File: src/rtl/cpu_run_controller_pkg.sv
// Shared state encoding and stop-reason codes for the CPU run/dump controller.
package cpu_run_controller_pkg;

  typedef enum logic [2:0] {
    S_IDLE  = 3'd0,
    S_RESET = 3'd1,
    S_RUN   = 3'd2,
    S_LOAD  = 3'd3,
    S_SEND  = 3'd4,
    S_DONE  = 3'd5
  } state_t;

  localparam logic [1:0] STOP_NONE  = 2'd0;
  localparam logic [1:0] STOP_COUNT = 2'd1;
  localparam logic [1:0] STOP_HALT  = 2'd2;

endpackage

File: src/rtl/cpu_run_controller_if.sv
// Register dump stream: valid/ready handshake carrying register index and value.
interface cpu_run_controller_if #(
  parameter int DATA_W = 32,
  parameter int ADDR_W = 5
);

  logic              dump_valid_o;
  logic              dump_ready_i;
  logic [ADDR_W-1:0] dump_idx_o;
  logic [DATA_W-1:0] dump_data_o;

  modport master (output dump_valid_o, output dump_idx_o, output dump_data_o,
                  input  dump_ready_i);

  modport slave  (input  dump_valid_o, input  dump_idx_o, input  dump_data_o,
                  output dump_ready_i);

endinterface

File: src/rtl/cpu_run_controller_run_cycle_counter.sv
// Run-length tracker: the down-counter holds the cycles still to run and
// drives the terminal flags; the up-counter is the visible cycle count.
module run_cycle_counter #(
  parameter int CNT_W = 16
) (
  input  logic             clk_i,
  input  logic             rst_i,
  input  logic             load,
  input  logic             step,
  input  logic [CNT_W-1:0] len,
  output logic [CNT_W-1:0] count,
  output logic             last,
  output logic             zero
);

  logic [CNT_W-1:0] remain;

  // Load on start, then count down remaining / count up executed per RUN cycle.
  always_ff @(posedge clk_i or negedge rst_i) begin
    if (!rst_i) begin
      remain <= '0;
      count  <= '0;
    end else if (load) begin
      remain <= len;
      count  <= '0;
    end else if (step) begin
      remain <= remain - 1'b1;
      count  <= count + 1'b1;
    end
  end

  // last: the current RUN cycle is the final one; zero: nothing to run at all.
  assign last = (remain == CNT_W'(1));
  assign zero = (remain == '0);

endmodule

File: src/rtl/cpu_run_controller.sv
// Runs the CPU for a programmed length (or until halt), freezes it, then
// streams a window of the register file out over the dump interface.
//
// state | meaning
// IDLE  | waiting for start, CPU held in reset
// RESET | CPU reset held low for RST_CYCLES cycles
// RUN   | CPU clock enabled, cycles counted
// LOAD  | debug port addressed, register value captured
// SEND  | dump word offered until accepted
// DONE  | results held, CPU frozen, restart allowed
module cpu_run_controller
  import cpu_run_controller_pkg::*;
#(
  parameter int DATA_W     = 32,
  parameter int ADDR_W     = 5,
  parameter int DUMP_BASE  = 0,
  parameter int DUMP_COUNT = 12,
  parameter int CNT_W      = 16,
  parameter int RST_CYCLES = 1
) (
  input  logic              clk_i,
  input  logic              rst_i,
  input  logic              start_i,
  input  logic [CNT_W-1:0]  run_len_i,
  input  logic              halt_i,
  output logic              cpu_rst_n_o,
  output logic              cpu_en_o,
  output logic [ADDR_W-1:0] dbg_addr_o,
  input  logic [DATA_W-1:0] dbg_data_i,
  cpu_run_controller_if.master dump,
  output logic [CNT_W-1:0]  cycle_cnt_o,
  output logic [1:0]        stop_reason_o,
  output logic              busy_o,
  output logic              done_o
);

  localparam int RC_W = (RST_CYCLES > 1) ? $clog2(RST_CYCLES) : 1;
  localparam logic [RC_W-1:0]   RC_LAST = RC_W'(RST_CYCLES - 1);
  localparam logic [ADDR_W-1:0] BASE_A  = ADDR_W'(DUMP_BASE);
  localparam logic [ADDR_W-1:0] K_LAST  = ADDR_W'(DUMP_COUNT - 1);

  state_t            state, next_state;
  logic [RC_W-1:0]   rst_cnt;
  logic [ADDR_W-1:0] k;
  logic [ADDR_W-1:0] dump_idx_q;
  logic [DATA_W-1:0] dump_data_q;
  logic [1:0]        stop_q, stop_nxt;
  logic              cnt_load, cnt_step, cnt_last, cnt_zero;
  logic              stop_wr, k_clr, k_inc, capture, rc_clr, dump_valid;

  run_cycle_counter #(.CNT_W(CNT_W)) u_cnt (
    .clk_i (clk_i),
    .rst_i (rst_i),
    .load  (cnt_load),
    .step  (cnt_step),
    .len   (run_len_i),
    .count (cycle_cnt_o),
    .last  (cnt_last),
    .zero  (cnt_zero)
  );

  // State register.
  always_ff @(posedge clk_i or negedge rst_i) begin
    if (!rst_i) state <= S_IDLE;
    else        state <= next_state;
  end

  // Next-state decode and state-derived outputs/controls.
  always_comb begin
    next_state  = state;
    cnt_load    = 1'b0;
    cnt_step    = 1'b0;
    stop_wr     = 1'b0;
    stop_nxt    = STOP_NONE;
    k_clr       = 1'b0;
    k_inc       = 1'b0;
    capture     = 1'b0;
    rc_clr      = 1'b0;
    dump_valid  = 1'b0;
    cpu_rst_n_o = 1'b1;
    cpu_en_o    = 1'b0;
    busy_o      = 1'b0;
    done_o      = 1'b0;
    dbg_addr_o  = '0;
    case (state)
      S_IDLE, S_DONE: begin
        cpu_rst_n_o = (state == S_DONE);
        done_o      = (state == S_DONE);
        if (start_i) begin
          next_state = S_RESET;
          cnt_load   = 1'b1;
          stop_wr    = 1'b1;
          rc_clr     = 1'b1;
        end
      end
      S_RESET: begin
        cpu_rst_n_o = 1'b0;
        busy_o      = 1'b1;
        if (rst_cnt == RC_LAST) begin
          k_clr = 1'b1;
          if (cnt_zero) begin
            next_state = S_LOAD;
            stop_wr    = 1'b1;
            stop_nxt   = STOP_COUNT;
          end else begin
            next_state = S_RUN;
          end
        end
      end
      S_RUN: begin
        busy_o   = 1'b1;
        cpu_en_o = 1'b1;
        cnt_step = 1'b1;
        if (halt_i) begin
          next_state = S_LOAD;
          stop_wr    = 1'b1;
          stop_nxt   = STOP_HALT;
        end else if (cnt_last) begin
          next_state = S_LOAD;
          stop_wr    = 1'b1;
          stop_nxt   = STOP_COUNT;
        end
      end
      S_LOAD: begin
        busy_o     = 1'b1;
        dbg_addr_o = BASE_A + k;
        capture    = 1'b1;
        next_state = S_SEND;
      end
      S_SEND: begin
        busy_o     = 1'b1;
        dump_valid = 1'b1;
        if (dump.dump_ready_i) begin
          if (k == K_LAST) begin
            next_state = S_DONE;
          end else begin
            k_inc      = 1'b1;
            next_state = S_LOAD;
          end
        end
      end
      default: next_state = S_IDLE;
    endcase
  end

  // Datapath: reset-hold timer, dump index, captured word and stop reason.
  always_ff @(posedge clk_i or negedge rst_i) begin
    if (!rst_i) begin
      rst_cnt     <= '0;
      k           <= '0;
      dump_idx_q  <= '0;
      dump_data_q <= '0;
      stop_q      <= STOP_NONE;
    end else begin
      if (rc_clr)                  rst_cnt <= '0;
      else if (state == S_RESET)   rst_cnt <= rst_cnt + RC_W'(1);
      if (k_clr)                   k <= '0;
      else if (k_inc)              k <= k + 1'b1;
      if (capture) begin
        dump_idx_q  <= BASE_A + k;
        dump_data_q <= dbg_data_i;
      end
      if (stop_wr)                 stop_q <= stop_nxt;
    end
  end

  assign stop_reason_o     = stop_q;
  assign dump.dump_valid_o = dump_valid;
  assign dump.dump_idx_o   = dump_idx_q;
  assign dump.dump_data_o  = dump_data_q;

endmodule

File: src/flat_wrapper.sv
// flat-port wrapper written by rule: the top's interface ports become plain ports
module cpu_run_controller_flat import cpu_run_controller_pkg::*;
#(
  parameter int DATA_W     = 32,
  parameter int ADDR_W     = 5,
  parameter int DUMP_BASE  = 0,
  parameter int DUMP_COUNT = 12,
  parameter int CNT_W      = 16,
  parameter int RST_CYCLES = 1
)
  (clk_i, rst_i, start_i, run_len_i, halt_i, cpu_rst_n_o, cpu_en_o, dbg_addr_o, dbg_data_i, cycle_cnt_o, stop_reason_o, busy_o, done_o, dump_dump_valid_o, dump_dump_idx_o, dump_dump_data_o, dump_dump_ready_i);
  cpu_run_controller_if #(.DATA_W(DATA_W), .ADDR_W(ADDR_W)) dump_i ();
  input  logic clk_i;
  input  logic rst_i;
  input  logic start_i;
  input  logic [CNT_W-1:0] run_len_i;
  input  logic halt_i;
  output logic cpu_rst_n_o;
  output logic cpu_en_o;
  output logic [ADDR_W-1:0] dbg_addr_o;
  input  logic [DATA_W-1:0] dbg_data_i;
  output logic [CNT_W-1:0] cycle_cnt_o;
  output logic [1:0] stop_reason_o;
  output logic busy_o;
  output logic done_o;
  output wire logic [$bits(dump_i.dump_valid_o)-1:0] dump_dump_valid_o;
  output wire logic [$bits(dump_i.dump_idx_o)-1:0] dump_dump_idx_o;
  output wire logic [$bits(dump_i.dump_data_o)-1:0] dump_dump_data_o;
  input wire logic [$bits(dump_i.dump_ready_i)-1:0] dump_dump_ready_i;
  assign dump_dump_valid_o = dump_i.dump_valid_o;
  assign dump_dump_idx_o = dump_i.dump_idx_o;
  assign dump_dump_data_o = dump_i.dump_data_o;
  assign dump_i.dump_ready_i = dump_dump_ready_i;
  cpu_run_controller #(.DATA_W(DATA_W), .ADDR_W(ADDR_W), .DUMP_BASE(DUMP_BASE), .DUMP_COUNT(DUMP_COUNT), .CNT_W(CNT_W), .RST_CYCLES(RST_CYCLES)) u_core (.clk_i(clk_i), .rst_i(rst_i), .start_i(start_i), .run_len_i(run_len_i), .halt_i(halt_i), .cpu_rst_n_o(cpu_rst_n_o), .cpu_en_o(cpu_en_o), .dbg_addr_o(dbg_addr_o), .dbg_data_i(dbg_data_i), .dump(dump_i), .cycle_cnt_o(cycle_cnt_o), .stop_reason_o(stop_reason_o), .busy_o(busy_o), .done_o(done_o));
endmodule
File: config.mk
export PLATFORM = sky130hd
export DESIGN_NAME = cpu_run_controller_flat
export DESIGN_NICKNAME = d
export VERILOG_FILES = /design/src/rtl/cpu_run_controller_pkg.sv /design/src/rtl/cpu_run_controller_if.sv /design/src/rtl/cpu_run_controller_run_cycle_counter.sv /design/src/rtl/cpu_run_controller.sv /design/src/flat_wrapper.sv
export SDC_FILE = /design/constraint.sdc
export NUM_CORES = 1
export LEC_CHECK = 0
export ABC_AREA = 1
export CORE_ASPECT_RATIO = 0.6
export CORE_MARGIN = 1.5
export CORE_UTILIZATION = 40
export CTS_CLUSTER_SIZE = 12
export DETAILED_ROUTE_END_ITERATION = 7
export PLACE_DENSITY = 0.69
export SKIP_CTS_REPAIR_TIMING = 1
export SYNTH_ARGS = -nofsm -noshare
export SYNTH_HDL_FRONTEND = slang
export SYNTH_SLANG_ARGS = --single-unit
File: constraint.sdc
create_clock -name clk_i -period 2.9 [get_ports clk_i]
set_input_delay 0.87 -clock clk_i [delete_from_list [all_inputs] [get_ports clk_i]]
set_output_delay 0.87 -clock clk_i [all_outputs]
set_load 0.01 [all_outputs]
=== Word-level counts from Yosys, hierarchy flattened ===
Cells that the tools add are included.

* $add $sub $neg: 4
* Equal/unequal tests: 11
* Multiplexer cells: 40
* Reductions and logical operators: 8

{| class="wikitable"
|+ Operator list
! operator !! count
|-
| $mux W16 || 4
|-
| $mux W1 || 21
|-
| $mux W3 || 6
|-
| $add A16 B1 Y16 const B || 1
|-
| $eq A16 B1 Y1 const B || 1
|-
| $logic_not A16 Y1 || 1
|-
| $sub A16 B1 Y16 const B || 1
|-
| $mux W5 || 3
|-
| $pmux W3 S5 || 1
|-
| $eq A3 B2 Y1 const B || 2
|-
| $eq A3 B3 Y1 const B || 2
|-
| $ne A2 B2 Y1 const B || 3
|-
| $reduce_bool A2 Y1 || 3
|-
| $add A5 B1 Y5 const B || 1
|-
| $eq A5 B4 Y1 const B || 1
|-
| $mux W2 || 2
|-
| $pmux W2 S2 || 1
|-
| $reduce_and A4 Y1 || 1
|-
| $reduce_or A4 Y1 || 1
|-
| $eq A3 B1 Y1 const B || 1
|-
| $logic_not A3 Y1 || 1
|-
| $ne A3 B2 Y1 const B || 1
|-
| $pmux W1 S3 || 1
|-
| $pmux W1 S2 || 1
|-
| other kinds (2) || 2
|}

* Bits in registers: 80
* Bits of input ports: 53
* Output and inout bits: 65
* Word-level logic and storage cells: 71

=== Longest topological paths before layout ===
* Depth in word-level cells: 6
* Gate-level depth with buffers: 10
* Gate-level depth less buffers: 9

=== Cells and area by module ===
From an unflattened synthesis, not the netlist that was laid out.

* Cell total of the unflattened synthesis: 521
* Area, all modules: 4013.8 µm²

{| class="wikitable"
|+ Modules (own cells, without submodules)
! module !! instances !! cells each !! area each (µm²) !! sequential area each (µm²)
|-
| cpu_run_controller || 1 || 255 || 2105.8 || 1201.2
|-
| run_cycle_counter || 1 || 266 || 1908.1 || 800.8
|}

=== Worst setup path before layout ===
OpenSTA, ideal clock, no wires.

* Path kind: register to output
* Start point: register u_core.state[2]
* End point: output port dbg_addr_o[0]
* Arrival: 1287 ps
* Required time: 2030 ps
* Path slack: 743 ps
* Stages on the path, launching flop included: 8
* Path buffers: 2
* Cell sequence: dfrtp_1 inv_1 nand2_1 nor2_2 inv_2 buf_2 buf_2 nor2_1

* Cells in the longest elaborated chain, start to end: 2

{| class="wikitable"
|+ RTL lines
! element !! line !! source
|-
| start: declaration || cpu_run_controller.sv:42 || <nowiki>state_t state, next_state;</nowiki>
|-
| start signal: assignment || cpu_run_controller.sv:65 || <nowiki>else state <= next_state;</nowiki>
|-
| $eq A3 B2 Y1 || cpu_run_controller.sv:85 || <nowiki>case (state)</nowiki>
|-
| $mux W5 || cpu_run_controller.sv:85 ||
|-
| end: declaration || flat_wrapper.sv:20 || <nowiki>output logic [ADDR_W-1:0] dbg_addr_o;</nowiki>
|}

Every way passes these cells.

=== Final worst setup path ===
* Start point: register u_core.state[2]
* End point: output port dbg_addr_o[4]

Same word-level chain as after synthesis.

==> flow_summary.json <==
{
  "die_area_sq_mm": 0.01099,
  "grt_pass1_wl_um": 18130,
  "worst_pin_slew_ns": 0.6399,
  "tns_ns": 0,
  "path_buf_inv": 3,
  "hold_viol_final": 0,
  "synthFlopType": "dfrtp_1",
  "grt_start_max_net_pins": 37,
  "wl_um": 10830,
  "crit_family": "buffers and inverters",
  "synth_area_sq_mm": 0.004140,
  "min_period_ns": 2.770,
  "insertion_delay_ns": 0.33,
  "synth-edff-count": 0,
  "cts_made_buffers": 9,
  "antenna-diode-count": 0,
  "placementRows": 28,
  "min_from": "u_core.dump.dump_data_o[0]",
  "htree_levels": 3,
  "synth_cells": 562,
  "clockBufferDepth": 2,
  "fillCellCount": 918,
  "cts_tree": "yes",
  "cp-startpoint": "u_core.state[2]",
  "core-area_sq_mm": 0.009950,
  "syn_area_per_cell_sq_um": 7.367,
  "switchingPower_mw": 2.234,
  "io_pins": 118,
  "via_per_inst": 4.827,
  "leakagePower_nw": 2.722,
  "synth-seq-cells": 80,
  "synth.largest_area_cell": "dfrtp_1",
  "slowest_delay_ns": 0.55,
  "synthTopCellsByArea": "dfrtp_1, nand2_1, nor2_1",
  "cap_violations": 0,
  "synth_top_area_share_pct": 48.35,
  "startpoint_type": "flip-flop",
  "slew_viol_final": 0,
  "grt-ovfl-total": 0,
  "yosysUniqueCellTypes": 31,
  "grt_antenna_before_repair": 0,
  "r2r-start": "u_core.state[1]",
  "setup-violations-final": 0,
  "worstSetupEndpointType": "output pin",
  "slew_headroom_pct": 57.09,
  "rsz0062_at_grt": "no",
  "dpl.cell_count": 806,
  "die_h_um": 81.81,
  "max_freq_mhz": 361.0,
  "clock-sinks": 80,
  "synth_nets": 619,
  "initial_core_util_pct": 41.61,
  "dr.first_iter.drc_count": 337,
  "multi_input_area_sq_mm": 0.001829,
  "drcViolationCount": 0,
  "power_frac_seq_pct": 32.9,
  "yosysWarnings": 0,
  "arrival_ns": 1.90,
  "drtAntennaViolNets": 0,
  "fin_crit_sh_pct": 95.53,
  "ff_latch_area_sq_mm": 0.002002,
  "slowest_stage": "clkdlybuf4s50_1",
  "status": "finished clean",
  "hpwl_um": 7972,
  "criticalPathCategory": "reg2out",
  "power_frac_comb_pct": 45.9,
  "crit_chain": "inv_1 > nand2_1 > nor2_2 > inv_2 > nor2_1 > clkdlybuf4s50_1",
  "routabilityCongestion": 0.8746,
  "switching_share_pct": 39.66,
  "syn_to_final_growth_pct": 39.35,
  "holdWs_ns": 0.4703,
  "dieWidth_um": 134.3,
  "ir_drop_v": 0.0006827,
  "finalClockSkew_ns": 0.005300,
  "path_clk_slew_ns": 0.06,
  "grt_pass1_vias": 3766,
  "cp.required_ns": 2.03,
  "p_int_mw": 3.398,
  "final_layout_size_suffix_gt1_share_pct": 5.685,
  "hp-class": "reg2reg",
  "wl_per_cell_um": 13.19,
  "power_frac_clock_pct": 21.2,
  "fin_cells": 821,
  "ys_async_sr_fraction_pct": 100.0,
  "vias": 3963,
  "first_pass_iters": 5,
  "nets": 739,
  "ctsRootBufferMaster": "clkbuf_16",
  "total_power_mw": 5.632,
  "crit_fanout": 19,
  "port_buffers": 117,
  "p_per_area_mw_per_mm2": 976.2,
  "yosysSeqAreaShare_pct": 48.35,
  "grtUsageTotal_pct": 20.93
}
state kept, by name (all words and copies together) (netlist names):
name                     flops
u_core.k                     5
u_core.u_cnt.remain         16
u_core.state                 3
u_core.rst_cnt               1
u_core.dump.dump_idx_o       5
u_core.dump.dump_data_o     32
u_core.stop_reason_o         2
u_core.u_cnt.count          16
path summary, 6_finish.rpt:
| kind | endpoint | slack, ns | depth (start not counted) |
|---|---|---|---|
| min in group asynchronous | u_core.dump.dump_data_o[3] | 0.50 | 1 |
| worst min register to register | u_core.dump.dump_data_o[0] | 0.47 | 2 |
| worst max register to register | u_core.u_cnt.count[1] | 1.06 | 8 |
| worst max-delay path | dbg_addr_o[4] | 0.13 | 6 |
| max in group asynchronous | u_core.dump.dump_data_o[22] | 1.80 | 2 |
| worst min-delay path | u_core.dump.dump_data_o[0] | 0.47 | 2 |
cells in the final DEF (no fill, tap or decap), types with 12 or more instances in the layout:
cell type / count
o21ai_1: 12
nand2_1: 212
o21ai_0: 21
clkdlybuf4s50_1: 116
inv_1: 53
nand3_1: 39
dfrtp_1: 80
a21oi_1: 15
nor2_1: 60
final cells by class:
| type | count | share of cell area [%] |
|---|---|---|
| clock buffers | 9 | 3.904 |
| clock inverters | 6 | 1.475 |
| inverters | 56 | 3.643 |
| multi-input cells | 409 | 31.71 |
| repair buffers | 126 | 21.64 |
| well taps | 135 | 2.928 |
| flip-flops and latches | 80 | 34.70 |
synthesized netlist by cell type, drive strengths merged, types with 4 or more instances:
| cell | n |
|---|---|
| nand2 | 216 |
| dfrtp | 80 |
| nor2 | 63 |
| inv | 56 |
| nand3 | 40 |
| o21ai | 33 |
| a21oi | 15 |
| buf | 14 |
| nand4 | 8 |
| nand3b | 7 |
| nor3 | 6 |
| o211ai | 6 |
| ha | 4 |
cells by family (layout without fill, tap and decap cells):
family / after synthesis / after routing / synth area share [%]
AND/OR/NAND/NOR: 343 / 343 / 34.45
flip-flops: 80 / 80 / 48.35
buffers and inverters: 73 / 197 / 7.464
AO/OA/AOI/OAI: 58 / 58 / 7.676
adder cells (fa/ha/maj): 4 / 4 / 1.209
XOR/XNOR: 4 / 4 / 0.8463
metrics by stage:
stage          util, %  worst slack, ns  instance area, sq um
6_report         57.99           0.1296                  5769
5_1_grt          57.99         0.009315                  5769
4_1_cts          57.99           0.1103                  5769
3_5_place_dp     54.87           0.4837                  5459
3_3_place_gp     54.87           0.5333                  5459
2_1_floorplan        -           0.7429                  4140
tightest hold or removal path, delay by kind of cell, from the launching register on:
family	cells	cell delay [ns]
simple gates	2	0.11
flops	1	0.34
power groups by stage:
| stage | sequential, mW | combinational, mW | clock (mW) |
|---|---|---|---|
| after floorplan | 1.93 | 1.44 | 0 |
| after global placement | 1.85 | 2.54 | 0 |
| after detailed placement | 1.87 | 2.59 | 0 |
| after CTS | 1.85 | 2.61 | 1.22 |
| after global routing | 1.91 | 2.92 | 1.27 |
| final | 1.85 | 2.59 | 1.19 |
metal layers:
layer  routed length, um  vias up  global-route usage [%]
met4                  38        0                   4.624
met3                 644        4                   5.123
met5                   0        -                       0
met2                4713      116                   32.31
li1                    -     2016                       -
met1                5433     1827                   29.98
No activity file was read; power rests on OpenSTA's default activity.
